$ cat config.mk
export PLATFORM = sky130hd
export DESIGN_NAME = companion_stat_bank
export DESIGN_NICKNAME = d
export VERILOG_FILES = /design/src/rtl/companion_pkg.sv /design/src/rtl/companion_stat_channel.sv /design/src/rtl/companion_stat_bank.sv
export SDC_FILE = /design/constraint.sdc
export NUM_CORES = 1
export LEC_CHECK = 0
export CAP_MARGIN = 40
export CORE_AREA = 2 2 111 59
export CTS_BUF_LIST = sky130_fd_sc_hd__clkbuf_8
export CTS_CLUSTER_SIZE = 10
export DETAILED_ROUTE_END_ITERATION = 10
export DIE_AREA = 0 0 113 61
export PLACE_DENSITY = 0.8
export SETUP_SLACK_MARGIN = 0.4
export SYNTH_ARGS = -nofsm -noshare
export SYNTH_HDL_FRONTEND = slang
export SYNTH_SLANG_ARGS = --single-unit
$ cat constraint.sdc
create_clock -name clk -period 5.42 [get_ports clk]
set_clock_uncertainty 0.05 [all_clocks]
set_input_delay 0.542 -clock clk [delete_from_list [all_inputs] [get_ports clk]]
set_output_delay 0.542 -clock clk [all_outputs]
set_load 0.005 [all_outputs]
$ cat src/rtl/companion_pkg.sv
// Shared types and helpers for the companion stat bank: health status
// encoding, refresh-select width and the clamp used by every stat channel.
package companion_pkg;

  typedef enum logic [1:0] {
    STAT_ALIVE   = 2'd0,
    STAT_WARNING = 2'd1,
    STAT_FAINTED = 2'd2
  } status_e;

  // Select bus width; a single channel still gets a 1-bit select.
  function automatic int unsigned sel_width(input int unsigned n);
    return (n > 1) ? $clog2(n) : 1;
  endfunction

  // Saturate a signed add/sub result into [0, max_v].
  function automatic int sat_clamp(input int x, input int max_v);
    if (x < 0) begin
      return 0;
    end
    if (x > max_v) begin
      return max_v;
    end
    return x;
  endfunction

endpackage

$ cat src/rtl/companion_stat_channel.sv
// One companion stat: clamped up/down counter with a registered low flag.
// A load (revive) overrides the increment/decrement path.
module companion_stat_channel
  import companion_pkg::*;
#(
  parameter int unsigned WIDTH          = 8,
  parameter int unsigned MAX_VALUE      = 10,
  parameter int unsigned REFRESH_AMOUNT = 2,
  parameter int unsigned DECAY_AMOUNT   = 1,
  parameter int unsigned LOW_THRESHOLD  = 3
) (
  input  logic             clk,
  input  logic             rst,
  input  logic             i_inc,
  input  logic             i_dec,
  input  logic             i_load,
  input  logic [WIDTH-1:0] i_load_value,
  output logic [WIDTH-1:0] o_value,
  output logic             o_low,
  output logic             o_low_next_c
);

  localparam int unsigned SUM_W = WIDTH + 2;

  logic signed [SUM_W-1:0] w_sum;
  logic [WIDTH-1:0]        w_next;
  logic [WIDTH-1:0]        r_value;
  logic                    r_low;

  // Refresh and decay may land together; both apply before clamping.
  always_comb begin
    w_sum = $signed({2'b00, r_value});
    if (i_inc) begin
      w_sum = w_sum + $signed(SUM_W'(REFRESH_AMOUNT));
    end
    if (i_dec) begin
      w_sum = w_sum - $signed(SUM_W'(DECAY_AMOUNT));
    end
    w_next = i_load ? i_load_value : WIDTH'(sat_clamp(int'(w_sum), int'(MAX_VALUE)));
  end

  assign o_low_next_c = (w_next <= WIDTH'(LOW_THRESHOLD));

  always_ff @(posedge clk or negedge rst) begin
    if (!rst) begin
      r_value <= WIDTH'(MAX_VALUE);
      r_low   <= 1'b0;
    end else begin
      r_value <= w_next;
      r_low   <= o_low_next_c;
    end
  end

  assign o_value = r_value;
  assign o_low   = r_low;

endmodule

$ cat src/rtl/companion_stat_bank.sv
// Bank of NUM_STATS decaying companion stats with refresh channel and health FSM.
// Optional tick prescaler enabled by defining COMPANION_STAT_PRESCALE_EN.
module companion_stat_bank
  import companion_pkg::*;
#(
  parameter int unsigned NUM_STATS      = 4,
  parameter int unsigned WIDTH          = 8,
  parameter int unsigned MAX_VALUE      = 10,
  parameter int unsigned REFRESH_AMOUNT = 2,
  parameter int unsigned DECAY_AMOUNT   = 1,
  parameter int unsigned LOW_THRESHOLD  = 3,
  parameter int unsigned FAINT_TICKS    = 4,
  parameter int unsigned TICK_DIV       = 4,
  localparam int unsigned SEL_W         = sel_width(NUM_STATS)
) (
  input  logic                       clk,
  input  logic                       rst,
  input  logic                       tick,
  input  logic                       refresh_valid,
  input  logic [SEL_W-1:0]           refresh_sel,
  output logic                       refresh_ready,
  input  logic                       revive,
  output logic [NUM_STATS*WIDTH-1:0] values,
  output logic [NUM_STATS-1:0]       low,
  output logic [1:0]                 status
);

  localparam int unsigned CNT_W = $clog2(FAINT_TICKS + 1);
  localparam logic [WIDTH-1:0] REVIVE_VALUE = WIDTH'(MAX_VALUE / 2);

  if (NUM_STATS == 0 || TICK_DIV == 0 || 64'(MAX_VALUE) >= (64'(1) << WIDTH)) begin : g_param_check
    $error("companion_stat_bank: illegal parameter set");
  end

  status_e              r_status;
  status_e              w_status_next;
  logic [CNT_W-1:0]     r_faint_cnt;
  logic [CNT_W-1:0]     w_faint_next;
  logic                 w_fainted;
  logic                 w_accept;
  logic                 w_eff_tick;
  logic                 w_any_zero;
  logic                 w_revive_load;
  logic [NUM_STATS-1:0] w_low_next;

  assign w_fainted     = (r_status == STAT_FAINTED);
  assign refresh_ready = !w_fainted;
  assign w_accept      = refresh_valid && refresh_ready;
  assign w_revive_load = w_fainted && revive;
  assign status        = r_status;

`ifdef COMPANION_STAT_PRESCALE_EN
  localparam int unsigned PRE_W = (TICK_DIV > 1) ? $clog2(TICK_DIV) : 1;

  logic [PRE_W-1:0] r_presc;
  logic             w_presc_wrap;

  // Only every TICK_DIV-th tick pulse decays the stats; parked while fainted.
  assign w_presc_wrap = (r_presc == PRE_W'(TICK_DIV - 1));
  assign w_eff_tick   = tick && w_presc_wrap && !w_fainted;

  always_ff @(posedge clk or negedge rst) begin
    if (!rst) begin
      r_presc <= '0;
    end else if (w_fainted) begin
      r_presc <= '0;
    end else if (tick) begin
      r_presc <= w_presc_wrap ? '0 : r_presc + PRE_W'(1);
    end
  end
`else
  assign w_eff_tick = tick && !w_fainted;
`endif

  for (genvar gi = 0; gi < NUM_STATS; gi++) begin : g_chan
    companion_stat_channel #(
      .WIDTH          (WIDTH),
      .MAX_VALUE      (MAX_VALUE),
      .REFRESH_AMOUNT (REFRESH_AMOUNT),
      .DECAY_AMOUNT   (DECAY_AMOUNT),
      .LOW_THRESHOLD  (LOW_THRESHOLD)
    ) u_chan (
      .clk          (clk),
      .rst          (rst),
      .i_inc        (w_accept && (refresh_sel == SEL_W'(gi))),
      .i_dec        (w_eff_tick),
      .i_load       (w_revive_load),
      .i_load_value (REVIVE_VALUE),
      .o_value      (values[gi*WIDTH +: WIDTH]),
      .o_low        (low[gi]),
      .o_low_next_c (w_low_next[gi])
    );
  end

  always_comb begin
    w_any_zero = 1'b0;
    for (int i = 0; i < int'(NUM_STATS); i++) begin
      if (values[i*WIDTH +: WIDTH] == '0) begin
        w_any_zero = 1'b1;
      end
    end
  end

  // Status follows the next-cycle low bits so it moves together with values.
  always_comb begin
    w_status_next = r_status;
    w_faint_next  = r_faint_cnt;
    case (r_status)
      STAT_FAINTED: begin
        if (revive) begin
          w_faint_next  = '0;
          w_status_next = (|w_low_next) ? STAT_WARNING : STAT_ALIVE;
        end
      end
      default: begin
        if (!w_any_zero) begin
          w_faint_next = '0;
        end else if (w_eff_tick && (r_faint_cnt < CNT_W'(FAINT_TICKS))) begin
          w_faint_next = r_faint_cnt + CNT_W'(1);
        end
        if (r_faint_cnt == CNT_W'(FAINT_TICKS)) begin
          w_status_next = STAT_FAINTED;
        end else begin
          w_status_next = (|w_low_next) ? STAT_WARNING : STAT_ALIVE;
        end
      end
    endcase
  end

  always_ff @(posedge clk or negedge rst) begin
    if (!rst) begin
      r_status    <= STAT_ALIVE;
      r_faint_cnt <= '0;
    end else begin
      r_status    <= w_status_next;
      r_faint_cnt <= w_faint_next;
    end
  end

endmodule

==> run metrics, run 1 <==
global-route wire length before repair 13,400 µm; clock tree buffer depth 2; top cells by count, synth 35 x nand2_1, 33 x dfrtp_1, 26 x nor2_1; Final #Nets 433; I/O pin count 46; Worst setup EP type flip-flop; Tightest Pin Transition 0.778 ns; R2R depth 14; minimum clock period 3.63 ns; Die W roughly 110 µm; vias in the first global route 2,593; DRT Pass-1 Iters 7; Critical path origin refresh_sel[1]; register area 1040 µm²; crit path launch type input pin; GRT Residual Overflow 0; Initial Util 54.3%; cts repair resizes 0; setup_tns 0 ns; Synth area leader dfrtp_1; input/output buffers 45; outcome complete, but fails checks; most common cell in the netlist nand2_1; sequential area share after synthesis 32.3%; final total power a little under 700 µW; RSZ-0062 raised after global routing false; Reg power frac 48.2%; Peak VDD IR 0.128 mV; clock latency on the worst-skew pair about 0.32 ns; area delta synth->final 18.9%; Yosys warnings 0; Mapped Area ~3200 µm²; synth top area cells dfrtp_1 26%, dfstp_2 6.6%, xnor2_1 5.7%; WP data required 5.62 ns; CP Data Arrival Time 3.83 ns; Post-synth ARST share 100%; Min-Delay Path Class in2async; initial antenna violation count 0; detailed-route wire length 8340 µm; switching share of power approximately 27%; CTS clk-pin slew, worst paths 0.09 ns; diodes inserted 0; Cell Rows 20; prevailing post-synth register cell dfrtp_1; area of the multi-input gates ~2000 µm²; vias per cell 6.07; Synth Register Bits just over 40; die area 6890 µm²; EDFF count, synth 0; power per cell area 178 nW/µm²; fin. max-slew vios 0; part of the power in the clock network between 30% and 40%; via count 2,985; Highest Clock Rate 0.275 GHz; CTS tree yes; Rel. slew slack 47.8%; die span in y 61 µm; largest net degree at the start of global routing 31; Comb pwr share 13.4%; Tcrit/Tclk final between 60% and 70%; peak fanout along the critical path 11; max cap viols 0; area share of the largest cell type after synthesis 25.8%; ANT nets after route 0; Synth Instances ~370; fillers 518; cts bufs inserted 5; Final setup violation count 0; r2r startpoint status[0]; Starting DRT DRC Count ~300; placer congestion estimate 0.972; total global-route track usage 25.7%; synthesized area per cell 8.76 µm²; layout cells sized above 1 10.1%; H-tree depth 2; DRC errors left 3; Critical R2R Capture status[0]; Switch Pwr 186 µW; CTS sink cnt approximately 40; CTS root buffer clkbuf_8; CTS hold repair buffers 0; library cells used by synthesis 75; Leak 1.52 nW; Power Internal 494 µW; failing checks design-rule violations; dpl hpwl 6170 µm; Routed wire per std cell 16.9 µm; R2R Setup Slk between 1.5 and 2 ns; Core Region 5910 µm²; kind of critical path in2reg; Post-CTS Setup Bufs 0; Final Hold Fails 0
kinds of logic (layout without fill, tap and decap cells):
family | Yosys count | count (layout) | synth area share (%)
AO/OA/AOI/OAI | 72 | 72 | 16.5
XOR/XNOR | 34 | 34 | 9.29
adder cells (fa/ha/maj) | 12 | 12 | 4.68
buffers and inverters | 39 | 73 | 6.16
flip-flops | 41 | 41 | 32.3
multiplexers | 10 | 10 | 3.39
other | 1 | 16 | 0.117
AND/OR/NAND/NOR | 157 | 157 | 27.5
per-stage QoR:
| step | hold WS, ns | worst slack (ns) | util (%) | std cells | instance area (µm²) |
|---|---|---|---|---|---|
| floorplan | 0.196 | 2.49 | - | 381 | 3260 |
| global placement | 0.442 | 1.68 | 62.3 | 483 | 3680 |
| detailed placement | 0.390 | 1.56 | 62.6 | 484 | 3700 |
| CTS | 0.0463 | 1.88 | 64.6 | 492 | 3810 |
| global route | 0.0545 | 1.48 | 64.6 | 492 | 3810 |
| finish | 0.0447 | 1.79 | 64.6 | 492 | 3810 |
per-layer routing:
| layer | GRT usage (%) | share of wire [%] | vias to the layer above |
|---|---|---|---|
| met4 | 6.97 | 0.59 | 0 |
| met3 | 6.59 | 7.9 | 6 |
| met2 | 34.3 | 40 | 128 |
| li1 | - | - | 1408 |
| met1 | 40.3 | 51 | 1443 |
| met5 | 0 | 0 | - |
layout by cell type (no fill, tap or decap), types with 8 or more instances in the layout:
master	instances
a21oi_1	9
inv_1	18
nand2_1	35
dfstp_2	8
xnor2_1	21
xor2_1	13
o21ai_0	10
nand4_1	8
dfrtp_1	33
clkdlybuf4s50_1	44
nor3_1	9
conb_1	16
ha_1	12
mux2i_1	8
nor2_1	26
nand3_1	22
worst max-delay path: stages:
cell and delay (ns):
clkdlybuf4s50_1 0.74, nand3_2 0.25, xnor2_1 0.29, inv_1 0.07
ha_1 0.20, nand3_1 0.16, a211oi_1 0.11, a311oi_1 0.38
o2bb2ai_1 0.16, o2111ai_1 0.19, o31a_1 0.29, or2_1 0.26
a41oi_2 0.19
power by group through the flow:
stage	Sequential, mW	Clock [mW]	Combinational [mW]
6_report	0.328	0.261	0.0910
5_1_grt	0.330	0.280	0.101
4_1_cts	0.327	0.269	0.0902
3_5_place_dp	0.333	0	0.0895
3_3_place_gp	0.332	0	0.0856
2_1_floorplan	0.329	0	0.0550
layout make-up:
class	count	share of cell area, %
clock inverters	3	1.21
clock buffers	5	1.80
well taps	77	2.53
flip-flops and latches	41	27.2
multi-input cells	301	53.2
repair buffers	46	12.2
inverters	19	1.87
worst max-delay path by stage:
stage	to	cells after the start	slack (ns)
global placement	status[0]	12	1.68
CTS	status[0]	13	1.88
detailed placement	status[0]	13	1.56
floorplan	status[0]	13	2.49
global route	status[0]	13	1.48
finish	status[0]	13	1.79
state kept, by name, indices dropped and copies added, names as in the netlist:
name,flops
g_chan.u_chan.o_low,4
g_chan.u_chan.o_value,32
status,2
r_faint_cnt,3
(Power assumes the default switching activity.)
==> run 2, diff against run 1 <==
- clock period: 5.42 -> 3.5 ns (I/O delays scaled with it)
==> run metrics, run 2 (synthesized netlist as in run 1, its figures left out) <==
kind of critical path reg2reg (was in2reg); die area 6890 µm² (unchanged); I/O pin count 46 (unchanged); crit path launch type flip-flop (was input pin); most common cell after layout, fill and taps aside clkdlybuf4s50_1 (unchanged); clock latency on the worst-skew pair 0.30 ns (was 0.32 ns); outcome complete, but fails checks (unchanged); clock tree buffer depth 2 (unchanged); Final setup violation count 0 (unchanged); DP Cell Count 496 (was 484); fin. max-slew vios 0 (unchanged); Worst path top cell family by delay compound AO/OA/AOI/OAI gates (unchanged); input/output buffers 45 (unchanged); WP data required 3.68 ns (was 5.62 ns); Core Region 5910 µm² (unchanged); layout cells sized above 1 19.4% (was 10.1%); vias in the first global route 2,763 (was 2,593); Critical path origin g_chan[2].u_chan.o_value[2] (was refresh_sel[1]); Peak VDD IR 0.217 mV (was 0.128 mV); register area 1040 µm² (about the same); Starting DRT DRC Count 318 (was 296); CTS clk-pin slew, worst paths 0.09 ns (about the same); DP Area 3790 µm² (was 3700 µm²); diodes inserted 0 (unchanged); Worst setup EP type flip-flop (unchanged); CP Depth 10 (was 13); H-tree depth 2 (unchanged); Leak 1.70 nW (was 1.52 nW); most frequent cells in the layout 41 x clkdlybuf4s50_1, 34 x nand2_1, 32 x dfrtp_1 (was 44 x clkdlybuf4s50_1, 35 x nand2_1, 33 x dfrtp_1); DRC errors left 3 (unchanged); Routed wire per std cell 17.3 µm (was 16.9 µm); Tcrit/Tclk final 87.5%; fillers 458 (was 518); Initial Util 54.3% (unchanged); DRT Pass-1 Iters 11 (was 7); R2R Setup Slk 0.44 ns (was 1.95 ns); Die W 113 µm (unchanged); CTS tree yes (unchanged); WHS 0.405 ns (was 0.0447 ns); Worst setup endpoint status[0] (unchanged); cts bufs inserted 5 (unchanged); Final #Nets 456 (was 433); GRT Residual Overflow 0 (unchanged); Post-Layout Cell Count 515 (was 492); CP max stage cell dfrtp_1 (was clkdlybuf4s50_1); dpl hpwl 6330 µm (was 6170 µm); r2r startpoint g_chan[2].u_chan.o_value[2] (was status[0]); max FFs per register 32 (unchanged); setup_tns 0 ns (unchanged); slowest cell delay on critical path 0.41 ns (was 0.74 ns); Highest Clock Rate 0.326 GHz; detailed-route wire length 8920 µm (was 8340 µm); total global-route track usage 26.3% (was 25.7%); Cell Chain, Critical Path buf_4 -> nor3_1 -> nand3_2 -> mux2_4 -> a311oi_2 -> a22oi_1 -> a211o_1 -> o31a_1 -> or2_1 -> a41oi_2 (was clkdlybuf4s50_1 -> nand3_2 -> xnor2_1 -> inv_1 -> ha_1 -> nand3_1 -> a211oi_1 -> a311oi_1 -> o2bb2ai_1 -> o2111ai_1 -> o31a_1 -> or2_1 -> a41oi_2); max cap viols 0 (unchanged); area of the multi-input gates 2190 µm² (was 2030 µm²); Min-Delay Path Class in2async (unchanged); placer congestion estimate 0.965 (was 0.972); Rel. slew slack 61.2% (was 47.8%); Critical R2R Capture status[0] (unchanged); CTS root buffer clkbuf_8 (unchanged); vias per cell 6.03 (was 6.07); Cell Rows 20 (unchanged); largest net degree at the start of global routing 31 (unchanged); power per cell area 270 nW/µm² (was 178 nW/µm²); via count 3,105 (was 2,985); minimum clock period 3.06 ns; RSZ-0062 raised after global routing false (unchanged); ANT nets after route 0 (unchanged); Tightest Pin Transition 0.575 ns (was 0.778 ns); design area 4180 µm² (was 3810 µm²); die span in y 61 µm (unchanged); failing checks design-rule violations (unchanged); area delta synth->final 30.4% (was 18.9%); initial antenna violation count 0 (unchanged); peak fanout along the critical path 8 (was 11); Final Util 70.8% (was 64.6%); global-route wire length before repair 14,100 µm (was 13,400 µm); R2R depth 10 (was 14); Crit path buffers/inverters 1 (was 2); CP Data Arrival Time 3.24 ns (was 3.83 ns); CTS sink cnt 41 (unchanged); Final Hold Fails 0 (unchanged)
[run 2: layer usage]
layer / GRT usage [%] / share of wire (%) / vias to the layer above / wire length [µm]
met5: 0 / 0 / - / 0
met4: 3.48 / 0.84 / 0 / 75
met3: 6.49 / 9.9 / 17 / 886
met2: 36.2 / 40 / 171 / 3580
met1: 42.0 / 49 / 1451 / 4380
li1: - / - / 1466 / -
[run 2: per-stage QoR]
stage	power, mW	setup slack (ns)
floorplan	0.594	0.594
CTS	1.12	0.412
finish	1.13	0.436
global route	1.17	0.371
detailed placement	0.660	-0.0720
global placement	0.654	0.112
[run 2: final cells by class]
| type | instances | area share (%) |
|---|---|---|
| well taps | 77 | 2.30 |
| flip-flops and latches | 41 | 24.8 |
| repair buffers | 69 | 15.5 |
| clock inverters | 3 | 1.56 |
| inverters | 19 | 1.82 |
| multi-input cells | 301 | 52.4 |
| clock buffers | 5 | 1.65 |
[run 2: worst min path at each step]
stage | from | endpoint | cells after the start
floorplan | rst | g_chan[0].u_chan.o_low | 0
global placement | r_faint_cnt[2] | r_faint_cnt[2] | 1
detailed placement | rst | g_chan[3].u_chan.o_value[5] | 1
CTS | rst | g_chan[3].u_chan.o_value[6] | 2
global route | rst | g_chan[3].u_chan.o_value[7] | 2
finish | rst | g_chan[3].u_chan.o_value[5] | 2
[run 2: worst reg2reg max path, stage by stage, from the launching register on]
cell and delay, ns:
dfrtp_1 0.41, buf_4 0.18, nor3_1 0.36, nand3_2 0.24
mux2_4 0.34, a311oi_2 0.26, a22oi_1 0.11, a211o_1 0.31
o31a_1 0.30, or2_1 0.24, a41oi_2 0.19
[run 2: timing repair]
action,CTS,global route
hold endpoints to repair,10,0
pin swaps,2,11
gates resized for setup,7,28
setup endpoints to repair,3,15
hold buffers,1,0
buffers inserted,5,5
[run 2: power breakdown]
group,switching (mW),internal [mW]
Sequential,0.0213,0.486
Clock,0.177,0.284
Combinational,0.0857,0.0778
Total,0.284,0.847
==> run 3, diff against run 2 <==
- CORE_AREA: 2 2 111 59 -> 2 2 123 65
- DIE_AREA: 0 0 113 61 -> 0 0 125 67
- PLACE_DENSITY: 0.8 -> 0.67
==> run metrics, run 3 (synthesized netlist as in run 1, its figures left out) <==
Starting DRT DRC Count 262 (was 318); initial antenna violation count 0 (unchanged); Cell Chain, Critical Path ha_4 -> nor3b_2 -> nand3_2 -> mux2_4 -> a311oi_2 -> a22oi_1 -> a211o_1 -> o31a_1 -> or2_1 -> a41oi_2 (was buf_4 -> nor3_1 -> nand3_2 -> mux2_4 -> a311oi_2 -> a22oi_1 -> a211o_1 -> o31a_1 -> or2_1 -> a41oi_2); most frequent cells in the layout 41 x clkdlybuf4s50_1, 35 x nand2_1, 33 x dfrtp_1 (was 41 x clkdlybuf4s50_1, 34 x nand2_1, 32 x dfrtp_1); max FFs per register 32 (unchanged); dpl hpwl 6050 µm (was 6330 µm); Highest Clock Rate 0.333 GHz (was 0.326 GHz); CP max stage cell dfstp_2 (was dfrtp_1); vias in the first global route 2,768 (was 2,763); cts bufs inserted 5 (unchanged); register area 1040 µm² (about the same); Leak 1.66 nW (was 1.70 nW); CP Depth 10 (unchanged); Tcrit/Tclk final 85.7% (was 87.5%); crit path launch type flip-flop (unchanged); largest net degree at the start of global routing 33 (was 31); WP data required 3.68 ns (about the same); most common cell after layout, fill and taps aside clkdlybuf4s50_1 (unchanged); area of the multi-input gates 2190 µm² (about the same); minimum clock period 3.00 ns (was 3.06 ns); layout cells sized above 1 17.5% (was 19.4%); Critical path origin g_chan[2].u_chan.o_value[1] (was g_chan[2].u_chan.o_value[2]); Final Hold Fails 0 (unchanged); Min-Delay Path Class in2async (unchanged); power per cell area 256 nW/µm² (was 270 nW/µm²); Initial Util 44.5% (was 54.3%); via count 2,969 (was 3,105); Peak VDD IR 0.219 mV (was 0.217 mV); Worst setup EP type flip-flop (unchanged); die area 8380 µm² (was 6890 µm²); max cap viols 0 (unchanged); r2r startpoint g_chan[2].u_chan.o_value[1] (was g_chan[2].u_chan.o_value[2]); Post-Place Setup Slack 0.0126 ns (was -0.0720 ns); CTS root buffer clkbuf_8 (unchanged); die span in y 67 µm (was 61 µm); Rel. slew slack 52.7% (was 61.2%); kind of critical path reg2reg (unchanged); area delta synth->final 29.2% (was 30.4%); CTS sink cnt 41 (unchanged); PnR worst setup slack 0.499 ns (was 0.436 ns); ANT nets after route 0 (unchanged); I/O pin count 46 (unchanged); placer congestion estimate 0.923 (was 0.965); clock tree buffer depth 2 (unchanged); Cell Rows 22 (was 20); Worst setup endpoint status[0] (unchanged); Worst path top cell family by delay compound AO/OA/AOI/OAI gates (unchanged); slowest cell delay on critical path 0.58 ns (was 0.41 ns); detailed-route wire length 8450 µm (was 8920 µm); fillers 636 (was 458); vias per cell 5.60 (was 6.03); Crit path buffers/inverters 0 (was 1); CTS tree yes (unchanged); DRC errors left 0 (was 3); diodes inserted 0 (unchanged); fin. max-slew vios 0 (unchanged); CTS clk-pin slew, worst paths 0.09 ns (about the same); global-route wire length before repair 13,500 µm (was 14,100 µm); Final #Nets 452 (was 456); input/output buffers 45 (unchanged); Routed wire per std cell 15.9 µm (was 17.3 µm); setup_tns 0 ns (unchanged); CP Data Arrival Time 3.18 ns (was 3.24 ns); Core Region 7210 µm² (was 5910 µm²); clock latency on the worst-skew pair 0.30 ns (about the same); DRT Pass-1 Iters 5 (was 11); R2R depth 10 (unchanged); design area 4140 µm² (was 4180 µm²); outcome finished, final reports clean (was complete, but fails checks); Die W 125 µm (was 113 µm); H-tree depth 2 (unchanged); peak fanout along the critical path 4 (was 8); Critical R2R Capture status[0] (unchanged); GRT Residual Overflow 0 (unchanged); total global-route track usage 20.2% (was 26.3%); Final setup violation count 0 (unchanged); R2R Setup Slk 0.50 ns (was 0.44 ns); RSZ-0062 raised after global routing false (unchanged); Tightest Pin Transition 0.691 ns (was 0.575 ns); WHS 0.381 ns (was 0.405 ns); DP Area 3790 µm² (about the same)
==> run 3: cell count changes in the layout (fill, tap and decap cells not counted), moves of 2 or more <==
cell      delta
a211oi_2     -2
a211oi_4     +2
buf_4        -5
nand3_2      -2
==> run 3: power breakdown <==
group / total, mW / internal (mW) / switching [mW]
registers: 0.507 / 0.486 / 0.0212
clock network: 0.396 / 0.214 / 0.183
logic: 0.158 / 0.0757 / 0.0824
==> run 3: worst register-to-register path, cell delays in order, from the launching register on <==
cell and delay, ns:
dfstp_2 0.58, ha_4 0.23, nor3b_2 0.20, nand3_2 0.15, mux2_4 0.32, a311oi_2 0.24
a22oi_1 0.09, a211o_1 0.31, o31a_1 0.30, or2_1 0.26, a41oi_2 0.20
==> run 3: how the worst min path moves through the flow <==
stage / from / end / slack [ns] / cells past startpoint
final: rst / g_chan[3].u_chan.o_value[6] / 0.38 / 2
after global routing: rst / g_chan[3].u_chan.o_value[6] / 0.41 / 2
after CTS: rst / g_chan[3].u_chan.o_value[6] / 0.38 / 2
after detailed placement: rst / g_chan[3].u_chan.o_value[4] / 0.18 / 1
after global placement: r_faint_cnt[2] / r_faint_cnt[2] / 0.44 / 1
after floorplan: rst / g_chan[0].u_chan.o_low / 0.004 / 0
==> run 3: what timing repair did <==
action | in CTS | in global routing
setup buffers | 4 | 4
endpoints found under the hold margin | 8 | 0
cloned | 0 | 1
pin swaps | 2 | 9
resized for setup | 6 | 22
setup endpoints to repair | 1 | 10
hold buffers | 1 | 0
==> run 3: stage by stage <==
stage | utilization [%] | total power, mW | std cells
floorplan | - | 0.594 | 381
global route | 57.5 | 1.11 | 530
finish | 57.5 | 1.06 | 530
detailed placement | 52.6 | 0.659 | 512
CTS | 55.2 | 1.06 | 525
global placement | 52.3 | 0.653 | 511
==> run 3: routing by layer <==
metal | GRT usage [%] | wire, µm | up-vias
li1 | - | - | 1442
met4 | 5.56 | 85 | 0
met5 | 0 | 0 | -
met1 | 26.3 | 3960 | 1421
met2 | 35.5 | 4000 | 96
met3 | 3.13 | 407 | 10
==> run 3: area by class of cell <==
class                           count  area share (%)
Multi-Input combinational cell    301            52.7
Sequential cell                    41            25.0
Timing Repair Buffer               65            14.9
Tap cell                           96            2.90
Inverter                           19            1.72
Clock buffer                        5            1.66
Clock inverter                      3            1.12
